$ cat src/rtl/multicycle_main_fsm_if.sv
// Control bundle between the multicycle main FSM and the shared-memory datapath.
// master = FSM side (drives controls), slave = datapath/memory side.
interface multicycle_main_fsm_if #(
  parameter int CNT_W = 16
);
  logic [5:0]       Opcode;
  logic             MemReady;
  logic             MemtoReg;
  logic             MemWrite;
  logic             RegDst;
  logic             RegWrite;
  logic             IorD;
  logic             ALUSrcA;
  logic [1:0]       ALUSrcB;
  logic [2:0]       ALUOp;
  logic             ZeroExt;
  logic [1:0]       PCSrc;
  logic             IRWrite;
  logic             PCWrite;
  logic             Branch;
  logic             BranchNe;
  logic             IllegalOp;
  logic [3:0]       State;
  logic [CNT_W-1:0] InstrCount;

  modport master (
    input  Opcode, MemReady,
    output MemtoReg, MemWrite, RegDst, RegWrite, IorD, ALUSrcA, ALUSrcB, ALUOp,
           ZeroExt, PCSrc, IRWrite, PCWrite, Branch, BranchNe, IllegalOp,
           State, InstrCount
  );

  modport slave (
    output Opcode, MemReady,
    input  MemtoReg, MemWrite, RegDst, RegWrite, IorD, ALUSrcA, ALUSrcB, ALUOp,
           ZeroExt, PCSrc, IRWrite, PCWrite, Branch, BranchNe, IllegalOp,
           State, InstrCount
  );
endinterface

$ cat src/rtl/multicycle_main_fsm.sv
// Moore main control FSM for the multicycle MIPS datapath, with optional memory
// wait states, illegal-opcode trap and a retired-instruction counter.
module multicycle_main_fsm #(
  parameter int MEM_HANDSHAKE = 1,
  parameter int EXT_OPS       = 1,
  parameter int CNT_W         = 16
) (
  input  logic                        Clk,
  input  logic                        Reset,
  multicycle_main_fsm_if.master       bus
);
  typedef enum logic [3:0] {
    FETCH = 4'd0, DECODE = 4'd1, MEMADR = 4'd2, MEMRD = 4'd3, MEMWB = 4'd4,
    MEMWR = 4'd5, RTEX = 4'd6, RTWB = 4'd7, BEQEX = 4'd8, ADDIEX = 4'd9,
    IWB = 4'd10, JEX = 4'd11, BNEEX = 4'd12, ANDIEX = 4'd13, ORIEX = 4'd14,
    ILLEGAL = 4'd15
  } state_t;

  localparam logic [5:0] OP_R = 6'b000000, OP_LW = 6'b100011, OP_SW = 6'b101011,
                         OP_BEQ = 6'b000100, OP_BNE = 6'b000101, OP_ADDI = 6'b001000,
                         OP_ANDI = 6'b001100, OP_ORI = 6'b001101, OP_J = 6'b000010;
  localparam bit EXT = (EXT_OPS != 0);

  state_t st, ns;
  logic [CNT_W-1:0] cnt;
  logic rdy, retire;
  logic memtoreg, memwrite, regdst, regwrite, iord, alusrca, zeroext;
  logic irwrite, pcwrite, branch, branchne, illegalop;
  logic [1:0] alusrcb, pcsrc;
  logic [2:0] aluop;

  assign rdy = (MEM_HANDSHAKE != 0) ? bus.MemReady : 1'b1;

  always_ff @(posedge Clk or negedge Reset) begin
    if (!Reset) begin
      st  <= FETCH;
      cnt <= '0;
    end else begin
      st <= ns;
      if (retire) cnt <= cnt + CNT_W'(1);
    end
  end

  always_comb begin
    ns = st;
    retire = 1'b0;
    memtoreg = 1'b0; memwrite = 1'b0; regdst = 1'b0; regwrite = 1'b0;
    iord = 1'b0; alusrca = 1'b0; alusrcb = 2'b00; aluop = 3'b000;
    zeroext = 1'b0; pcsrc = 2'b00; irwrite = 1'b0; pcwrite = 1'b0;
    branch = 1'b0; branchne = 1'b0; illegalop = 1'b0;
    unique case (st)
      FETCH: begin
        alusrcb = 2'b01; irwrite = rdy; pcwrite = rdy;
        if (rdy) ns = DECODE;
      end
      DECODE: begin
        alusrcb = 2'b11;
        case (bus.Opcode)
          OP_LW, OP_SW: ns = MEMADR;
          OP_R:         ns = RTEX;
          OP_BEQ:       ns = BEQEX;
          OP_ADDI:      ns = ADDIEX;
          OP_BNE:       ns = EXT ? BNEEX  : ILLEGAL;
          OP_ANDI:      ns = EXT ? ANDIEX : ILLEGAL;
          OP_ORI:       ns = EXT ? ORIEX  : ILLEGAL;
          OP_J:         ns = EXT ? JEX    : ILLEGAL;
          default:      ns = ILLEGAL;
        endcase
      end
      MEMADR: begin
        alusrca = 1'b1; alusrcb = 2'b10;
        ns = (bus.Opcode == OP_LW) ? MEMRD : MEMWR;
      end
      MEMRD: begin
        iord = 1'b1;
        if (rdy) ns = MEMWB;
      end
      MEMWB: begin memtoreg = 1'b1; regwrite = 1'b1; ns = FETCH; retire = 1'b1; end
      // Store strobe stays up across wait states; it retires only on the ready cycle.
      MEMWR: begin
        iord = 1'b1; memwrite = 1'b1;
        if (rdy) begin ns = FETCH; retire = 1'b1; end
      end
      RTEX:   begin alusrca = 1'b1; aluop = 3'b010; ns = RTWB; end
      RTWB:   begin regdst = 1'b1; regwrite = 1'b1; ns = FETCH; retire = 1'b1; end
      BEQEX:  begin
        alusrca = 1'b1; aluop = 3'b001; pcsrc = 2'b01; branch = 1'b1;
        ns = FETCH; retire = 1'b1;
      end
      BNEEX:  begin
        alusrca = 1'b1; aluop = 3'b001; pcsrc = 2'b01; branchne = 1'b1;
        ns = FETCH; retire = 1'b1;
      end
      ADDIEX: begin alusrca = 1'b1; alusrcb = 2'b10; ns = IWB; end
      ANDIEX: begin alusrca = 1'b1; alusrcb = 2'b10; aluop = 3'b011; zeroext = 1'b1; ns = IWB; end
      ORIEX:  begin alusrca = 1'b1; alusrcb = 2'b10; aluop = 3'b100; zeroext = 1'b1; ns = IWB; end
      IWB:    begin regwrite = 1'b1; ns = FETCH; retire = 1'b1; end
      JEX:    begin pcsrc = 2'b10; pcwrite = 1'b1; ns = FETCH; retire = 1'b1; end
      ILLEGAL: begin illegalop = 1'b1; ns = FETCH; end
      default: ns = FETCH;
    endcase
  end

  // Strobes are gated by Reset so none survives while it is asserted.
  assign bus.IRWrite   = irwrite   & Reset;
  assign bus.PCWrite   = pcwrite   & Reset;
  assign bus.MemWrite  = memwrite  & Reset;
  assign bus.RegWrite  = regwrite  & Reset;
  assign bus.Branch    = branch    & Reset;
  assign bus.BranchNe  = branchne  & Reset;
  assign bus.IllegalOp = illegalop & Reset;
  assign bus.MemtoReg  = memtoreg;
  assign bus.RegDst    = regdst;
  assign bus.IorD      = iord;
  assign bus.ALUSrcA   = alusrca;
  assign bus.ALUSrcB   = alusrcb;
  assign bus.ALUOp     = aluop;
  assign bus.ZeroExt   = zeroext;
  assign bus.PCSrc     = pcsrc;
  assign bus.State     = st;
  assign bus.InstrCount = cnt;
endmodule

$ cat src/flat_wrapper.sv
// flat-port wrapper written by rule: the top's interface ports become plain ports
module multicycle_main_fsm_flat 
#(
  parameter int MEM_HANDSHAKE = 1,
  parameter int EXT_OPS       = 1,
  parameter int CNT_W         = 16
)
  (Clk, Reset, bus_Opcode, bus_MemReady, bus_MemtoReg, bus_MemWrite, bus_RegDst, bus_RegWrite, bus_IorD, bus_ALUSrcA, bus_ALUSrcB, bus_ALUOp, bus_ZeroExt, bus_PCSrc, bus_IRWrite, bus_PCWrite, bus_Branch, bus_BranchNe, bus_IllegalOp, bus_State, bus_InstrCount);
  multicycle_main_fsm_if #(.CNT_W(CNT_W)) bus_i ();
  input  logic Clk;
  input  logic Reset;
  input wire logic [$bits(bus_i.Opcode)-1:0] bus_Opcode;
  input wire logic [$bits(bus_i.MemReady)-1:0] bus_MemReady;
  output wire logic [$bits(bus_i.MemtoReg)-1:0] bus_MemtoReg;
  output wire logic [$bits(bus_i.MemWrite)-1:0] bus_MemWrite;
  output wire logic [$bits(bus_i.RegDst)-1:0] bus_RegDst;
  output wire logic [$bits(bus_i.RegWrite)-1:0] bus_RegWrite;
  output wire logic [$bits(bus_i.IorD)-1:0] bus_IorD;
  output wire logic [$bits(bus_i.ALUSrcA)-1:0] bus_ALUSrcA;
  output wire logic [$bits(bus_i.ALUSrcB)-1:0] bus_ALUSrcB;
  output wire logic [$bits(bus_i.ALUOp)-1:0] bus_ALUOp;
  output wire logic [$bits(bus_i.ZeroExt)-1:0] bus_ZeroExt;
  output wire logic [$bits(bus_i.PCSrc)-1:0] bus_PCSrc;
  output wire logic [$bits(bus_i.IRWrite)-1:0] bus_IRWrite;
  output wire logic [$bits(bus_i.PCWrite)-1:0] bus_PCWrite;
  output wire logic [$bits(bus_i.Branch)-1:0] bus_Branch;
  output wire logic [$bits(bus_i.BranchNe)-1:0] bus_BranchNe;
  output wire logic [$bits(bus_i.IllegalOp)-1:0] bus_IllegalOp;
  output wire logic [$bits(bus_i.State)-1:0] bus_State;
  output wire logic [$bits(bus_i.InstrCount)-1:0] bus_InstrCount;
  assign bus_i.Opcode = bus_Opcode;
  assign bus_i.MemReady = bus_MemReady;
  assign bus_MemtoReg = bus_i.MemtoReg;
  assign bus_MemWrite = bus_i.MemWrite;
  assign bus_RegDst = bus_i.RegDst;
  assign bus_RegWrite = bus_i.RegWrite;
  assign bus_IorD = bus_i.IorD;
  assign bus_ALUSrcA = bus_i.ALUSrcA;
  assign bus_ALUSrcB = bus_i.ALUSrcB;
  assign bus_ALUOp = bus_i.ALUOp;
  assign bus_ZeroExt = bus_i.ZeroExt;
  assign bus_PCSrc = bus_i.PCSrc;
  assign bus_IRWrite = bus_i.IRWrite;
  assign bus_PCWrite = bus_i.PCWrite;
  assign bus_Branch = bus_i.Branch;
  assign bus_BranchNe = bus_i.BranchNe;
  assign bus_IllegalOp = bus_i.IllegalOp;
  assign bus_State = bus_i.State;
  assign bus_InstrCount = bus_i.InstrCount;
  multicycle_main_fsm #(.MEM_HANDSHAKE(MEM_HANDSHAKE), .EXT_OPS(EXT_OPS), .CNT_W(CNT_W)) u_core (.Clk(Clk), .Reset(Reset), .bus(bus_i));
endmodule
$ cat config.mk
export PLATFORM = sky130hd
export DESIGN_NAME = multicycle_main_fsm_flat
export DESIGN_NICKNAME = d
export VERILOG_FILES = /design/src/rtl/multicycle_main_fsm_if.sv /design/src/rtl/multicycle_main_fsm.sv /design/src/flat_wrapper.sv
export SDC_FILE = /design/constraint.sdc
export NUM_CORES = 1
export LEC_CHECK = 0
export ABC_AREA = 1
export BUFFER_PORTS_ARGS = -buffer_cell sky130_fd_sc_hd__buf_2
export CAP_MARGIN = 25
export CORE_MARGIN = 1
export CORE_UTILIZATION = 55
export CTS_CLUSTER_SIZE = 30
export DETAILED_ROUTE_END_ITERATION = 16
export GPL_TIMING_DRIVEN = 0
export PLACE_DENSITY = 0.85
export SYNTH_ARGS = -nofsm -noshare
export SYNTH_HDL_FRONTEND = slang
export SYNTH_SLANG_ARGS = --single-unit
$ cat constraint.sdc
create_clock -name Clk -period 3.5 [get_ports Clk]
set_input_delay 0 -clock Clk [delete_from_list [all_inputs] [get_ports Clk]]
set_output_delay 0 -clock Clk [all_outputs]
set_load 0.01 [all_outputs]
==> impl_table.tex <==
\begin{tabular}{lr}
\hline
Metric & Value \\
\hline
\multicolumn{2}{l}{\textbf{Yosys}} \\
Most area-hungry cell type in the Yosys netlist & sky130\_fd\_sc\_hd\_\_dfrtp\_1 \\
Commonest cells in the netlist & sky130\_fd\_sc\_hd\_\_nand2\_1 (67), sky130\_fd\_sc\_hd\_\_inv\_1 (34), sky130\_fd\_sc\_hd\_\_nor2\_1 (30) \\
Synthesis-stage register bit count & 20 \\
Synth Warn \# & 0 \\
Most instantiated library cell after synthesis & sky130\_fd\_sc\_hd\_\_nand2\_1 \\
Cell types occupying the most area after synthesis & sky130\_fd\_sc\_hd\_\_dfrtp\_1 (32\%), sky130\_fd\_sc\_hd\_\_nand2\_1 (16\%), sky130\_fd\_sc\_hd\_\_inv\_1 (8.1\%), sky130\_fd\_sc\_hd\_\_nor2\_1 (7.2\%), sky130\_fd\_sc\_hd\_\_o21ai\_2 (6.7\%) \\
Number of instances in the synthesized netlist & 240 \\
Predominant post-synthesis flop cell & sky130\_fd\_sc\_hd\_\_dfrtp\_1 \\
Register area share after synthesis & 31.9\% \\
Proportion of synthesized flip-flops having asynchronous set or reset & 100\% \\
Average size of a mapped cell & 6.54 sq um \\
Post-Syn Area & 0.00157 sq mm \\
Yosys cell types & 25 \\
Area share of the leading cell type in the synthesized netlist & 31.9\% \\
Count of flip-flops with a built-in enable after synthesis & 0 \\
Net count of the mapped netlist & 250 \\
\multicolumn{2}{l}{\textbf{Worst setup path}} \\
Critical path startpoint category & flop \\
Crit path capture type & output port \\
Arrival time worst endpoint & 1.64 ns \\
Setup Crit Path Kind & flop to output port \\
Required time of the critical path & 3.50 ns \\
Number of buffer and inverter stages on the critical path & 2 \\
CP max FO & 8 \\
Cell-by-cell trace of the critical path & nor2\_1 > nand2\_1 > inv\_1 > nand2\_1 > o21ai\_0 > buf\_2 \\
Library cell appearing most often on the critical path & sky130\_fd\_sc\_hd\_\_nand2\_1 \\
Critical Path Max Stage Delay & 0.49 ns \\
Critical path's slowest cell & sky130\_fd\_sc\_hd\_\_dfrtp\_1 \\
Worst path top cell family by delay & flip-flops \\
\multicolumn{2}{l}{\textbf{Clock network}} \\
Clock transition at the register clock pins on the worst setup and hold paths after CTS & 0.10 ns \\
Clock Latency Late Sink & 0.29 ns \\
CTS buffer count & 3 \\
Count of cells resized by post-cts repair & 0 \\
Count of clock tree sinks & 20 \\
Buffer cell driving the clock tree root & sky130\_fd\_sc\_hd\_\_clkbuf\_4 \\
Total number of H-tree levels & 1 \\
Maximum clock path buffer count & 2 \\
TritonCTS clock tree & yes \\
\multicolumn{2}{l}{\textbf{STA}} \\
Tmin final & 1.64 ns \\
Maximum clock skew at final layout & 0.00100 ns \\
Max Clk Rate & 0.609 GHz \\
Total negative setup slack & 0 ns \\
Slew at the pin with the worst max-slew slack & 0.465 ns \\
Final period util & 46.9\% \\
Max-Slew Margin vs Limit & 69.0\% \\
Worst hold slack & 0.102 ns \\
RSZ-0062 raised after global routing & false \\
Setup violations, final & 0 \\
Post-layout worst setup margin & 1.86 ns \\
Final-report max-slew violation count & 0 \\
Hold Vio Cnt, Final & 0 \\
\multicolumn{2}{l}{\textbf{Cells and area}} \\
Fillers & 227 \\
Area grow syn2layout & 20.2\% \\
Multi-input combinational cell area & 892 sq um \\
Non-filler instance count after layout & 323 \\
Final core area utilization & 69.0\% \\
Seq. cell area & 500 sq um \\
Number of antenna cells inserted & 0 \\
Net count reported at finish & 304 \\
Fraction of final layout cells sized beyond drive strength 1 & 26.7\% \\
\multicolumn{2}{l}{\textbf{Placement}} \\
DP HPWL & 2640 microns \\
Count of input and output buffers & 47 \\
Number of placed instances with taps included & 318 \\
Worst slack at placement & 1.96 ns \\
Last weighted congestion value of the routability-driven placer & 0.957 \\
\multicolumn{2}{l}{\textbf{Pwr}} \\
LEAKAGE & 1.06 nW \\
Worst supply voltage drop on vdd & 0.541 mV \\
Power density of the placed cells & 649 mW/mm\^{}2 \\
\multicolumn{2}{l}{\textbf{Die}} \\
Area of the core & 0.00273 sq mm \\
Placement row count & 19 \\
Area of the die & 0.00307 sq mm \\
Horizontal extent of the die & 55.4 microns \\
Effective utilization at floorplan & 57.4\% \\
Die outline height & 55.4 microns \\
I/O pin cnt & 48 \\
\multicolumn{2}{l}{\textbf{Route}} \\
Routed vias & 1634 \\
Count of antenna-violating nets left after detailed routing & 0 \\
Per-cell via count in the routed design & 5.06 \\
Iter 0 DRT Violations & 88 \\
Count of unresolved DRC violations after routing & 0 \\
Pre-antenna DRT Iters & 4 \\
Post-detailed-route wirelength per cell & 10.3 microns \\
Wirelength, routed & 3320 microns \\
\multicolumn{2}{l}{\textbf{Global routing}} \\
Number of antenna violations at the first check in global routing & 0 \\
Remaining global-route overflow & 0 \\
Via count of the first global-routing pass & 1308 \\
Global-route wire length before repair & 5710 microns \\
Total global-route track usage & 22.6\% \\
Largest net degree at the start of global routing & 24 \\
\multicolumn{2}{l}{\textbf{Flow run}} \\
Number of maximum-capacitance violations & 0 \\
\multicolumn{2}{l}{\textbf{Outcome}} \\
Status & finished, final reports clean \\
\multicolumn{2}{l}{\textbf{Min path}} \\
Class of the tightest hold or removal check & input pin to flop \\
\hline
\end{tabular}
-- power breakdown --
| part | switching, W | internal (W) |
|---|---|---|
| Clock | 0.0000639 | 0.0000401 |
| Sequential | 0.0000905 | 0.000292 |
| Combinational | 0.000467 | 0.000271 |
| Total | 0.000622 | 0.000603 |
-- area by class of cell --
| type | instances | area share, % |
|---|---|---|
| multi-input cells | 177 | 47.3 |
| well taps | 31 | 2.06 |
| plain buffers | 2 | 1.19 |
| flip-flops and latches | 20 | 26.5 |
| clock buffers | 3 | 1.19 |
| repair buffers | 49 | 13.5 |
| inverters | 41 | 8.16 |
-- flip-flops by register name (all words and copies together) (netlist names) --
name	cells
u_core.bus.InstrCount	16
u_core.bus.State	4
-- tightest hold or removal path, stage by stage --
cell                      delay, ns
sky130_fd_sc_hd__buf_2         0.09
sky130_fd_sc_hd__nor2_1        0.05
sky130_fd_sc_hd__nand3_1       0.08
sky130_fd_sc_hd__a31o_1        0.14
-- path summary, 6_finish.rpt --
kind / start / slack, ns / endpoint / cells past startpoint
max in group asynchronous: Reset / 2.99 / u_core.bus.InstrCount[9] / 2
worst max-delay path: u_core.bus.State[3] / 1.86 / bus_PCWrite / 6
min in group asynchronous: Reset / 0.19 / u_core.bus.InstrCount[15] / 2
worst max register to register: u_core.bus.State[3] / 1.93 / u_core.bus.InstrCount[12] / 8
worst min-delay path: bus_Opcode[4] / 0.10 / u_core.bus.State[3] / 4
worst min register to register: u_core.bus.InstrCount[3] / 0.55 / u_core.bus.InstrCount[3] / 1
-- what timing repair did --
| action | 4_1_cts | 5_1_grt |
|---|---|---|
| hold buffers | 2 | 0 |
| buffers inserted | 0 | 0 |
| hold endpoints to repair | 21 | 0 |
-- cell families after synthesis --
family,share of synthesized area (%)
buf+inv,11.2
fa+ha+maj,0.797
compound gates,11.2
flops,31.9
simple gates,38.2
xor+xnor,6.70
-- cell usage in the layout (no fill, tap or decap) --
| cell | n |
|---|---|
| sky130_fd_sc_hd__nand2_1 | 67 |
| sky130_fd_sc_hd__buf_2 | 47 |
| sky130_fd_sc_hd__inv_1 | 34 |
| sky130_fd_sc_hd__nor2_1 | 30 |
| sky130_fd_sc_hd__dfrtp_1 | 20 |
| sky130_fd_sc_hd__nand3_1 | 18 |
| sky130_fd_sc_hd__nor3_1 | 13 |
| sky130_fd_sc_hd__o21ai_2 | 12 |
| sky130_fd_sc_hd__xor2_1 | 11 |
| sky130_fd_sc_hd__inv_2 | 6 |
| sky130_fd_sc_hd__o21ai_0 | 5 |
| sky130_fd_sc_hd__nor2_2 | 4 |
| sky130_fd_sc_hd__a21oi_1 | 4 |
| sky130_fd_sc_hd__clkbuf_4 | 3 |
| sky130_fd_sc_hd__nand2_2 | 2 |
| sky130_fd_sc_hd__buf_6 | 2 |
| sky130_fd_sc_hd__o21ai_1 | 2 |
| sky130_fd_sc_hd__dlygate4sd3_1 | 2 |
| sky130_fd_sc_hd__nor2_4 | 1 |
| sky130_fd_sc_hd__clkinv_1 | 1 |
| sky130_fd_sc_hd__nand2_4 | 1 |
| sky130_fd_sc_hd__xnor2_1 | 1 |
| sky130_fd_sc_hd__a31oi_1 | 1 |
| sky130_fd_sc_hd__nor3b_1 | 1 |
| sky130_fd_sc_hd__nand4_1 | 1 |
| sky130_fd_sc_hd__and2_1 | 1 |
| sky130_fd_sc_hd__a31o_1 | 1 |
| sky130_fd_sc_hd__ha_1 | 1 |
-- stage by stage --
step                      power (W)  cell area [sq um]
after global routing        0.00134               1890
after CTS                   0.00123               1890
after detailed placement    0.00112               1840
after floorplan            0.000895               1570
after global placement      0.00111               1840
final                       0.00122               1890
-- metal layers --
metal	GRT usage [%]	vias to the layer above	part of all wire, %
met2	32.7	49	43
met5	0	-	0
met4	4.64	0	1.2
met3	4.68	4	5.5
li1	-	859	-
met1	34.9	722	51
Power figures use the tool's default switching activity.
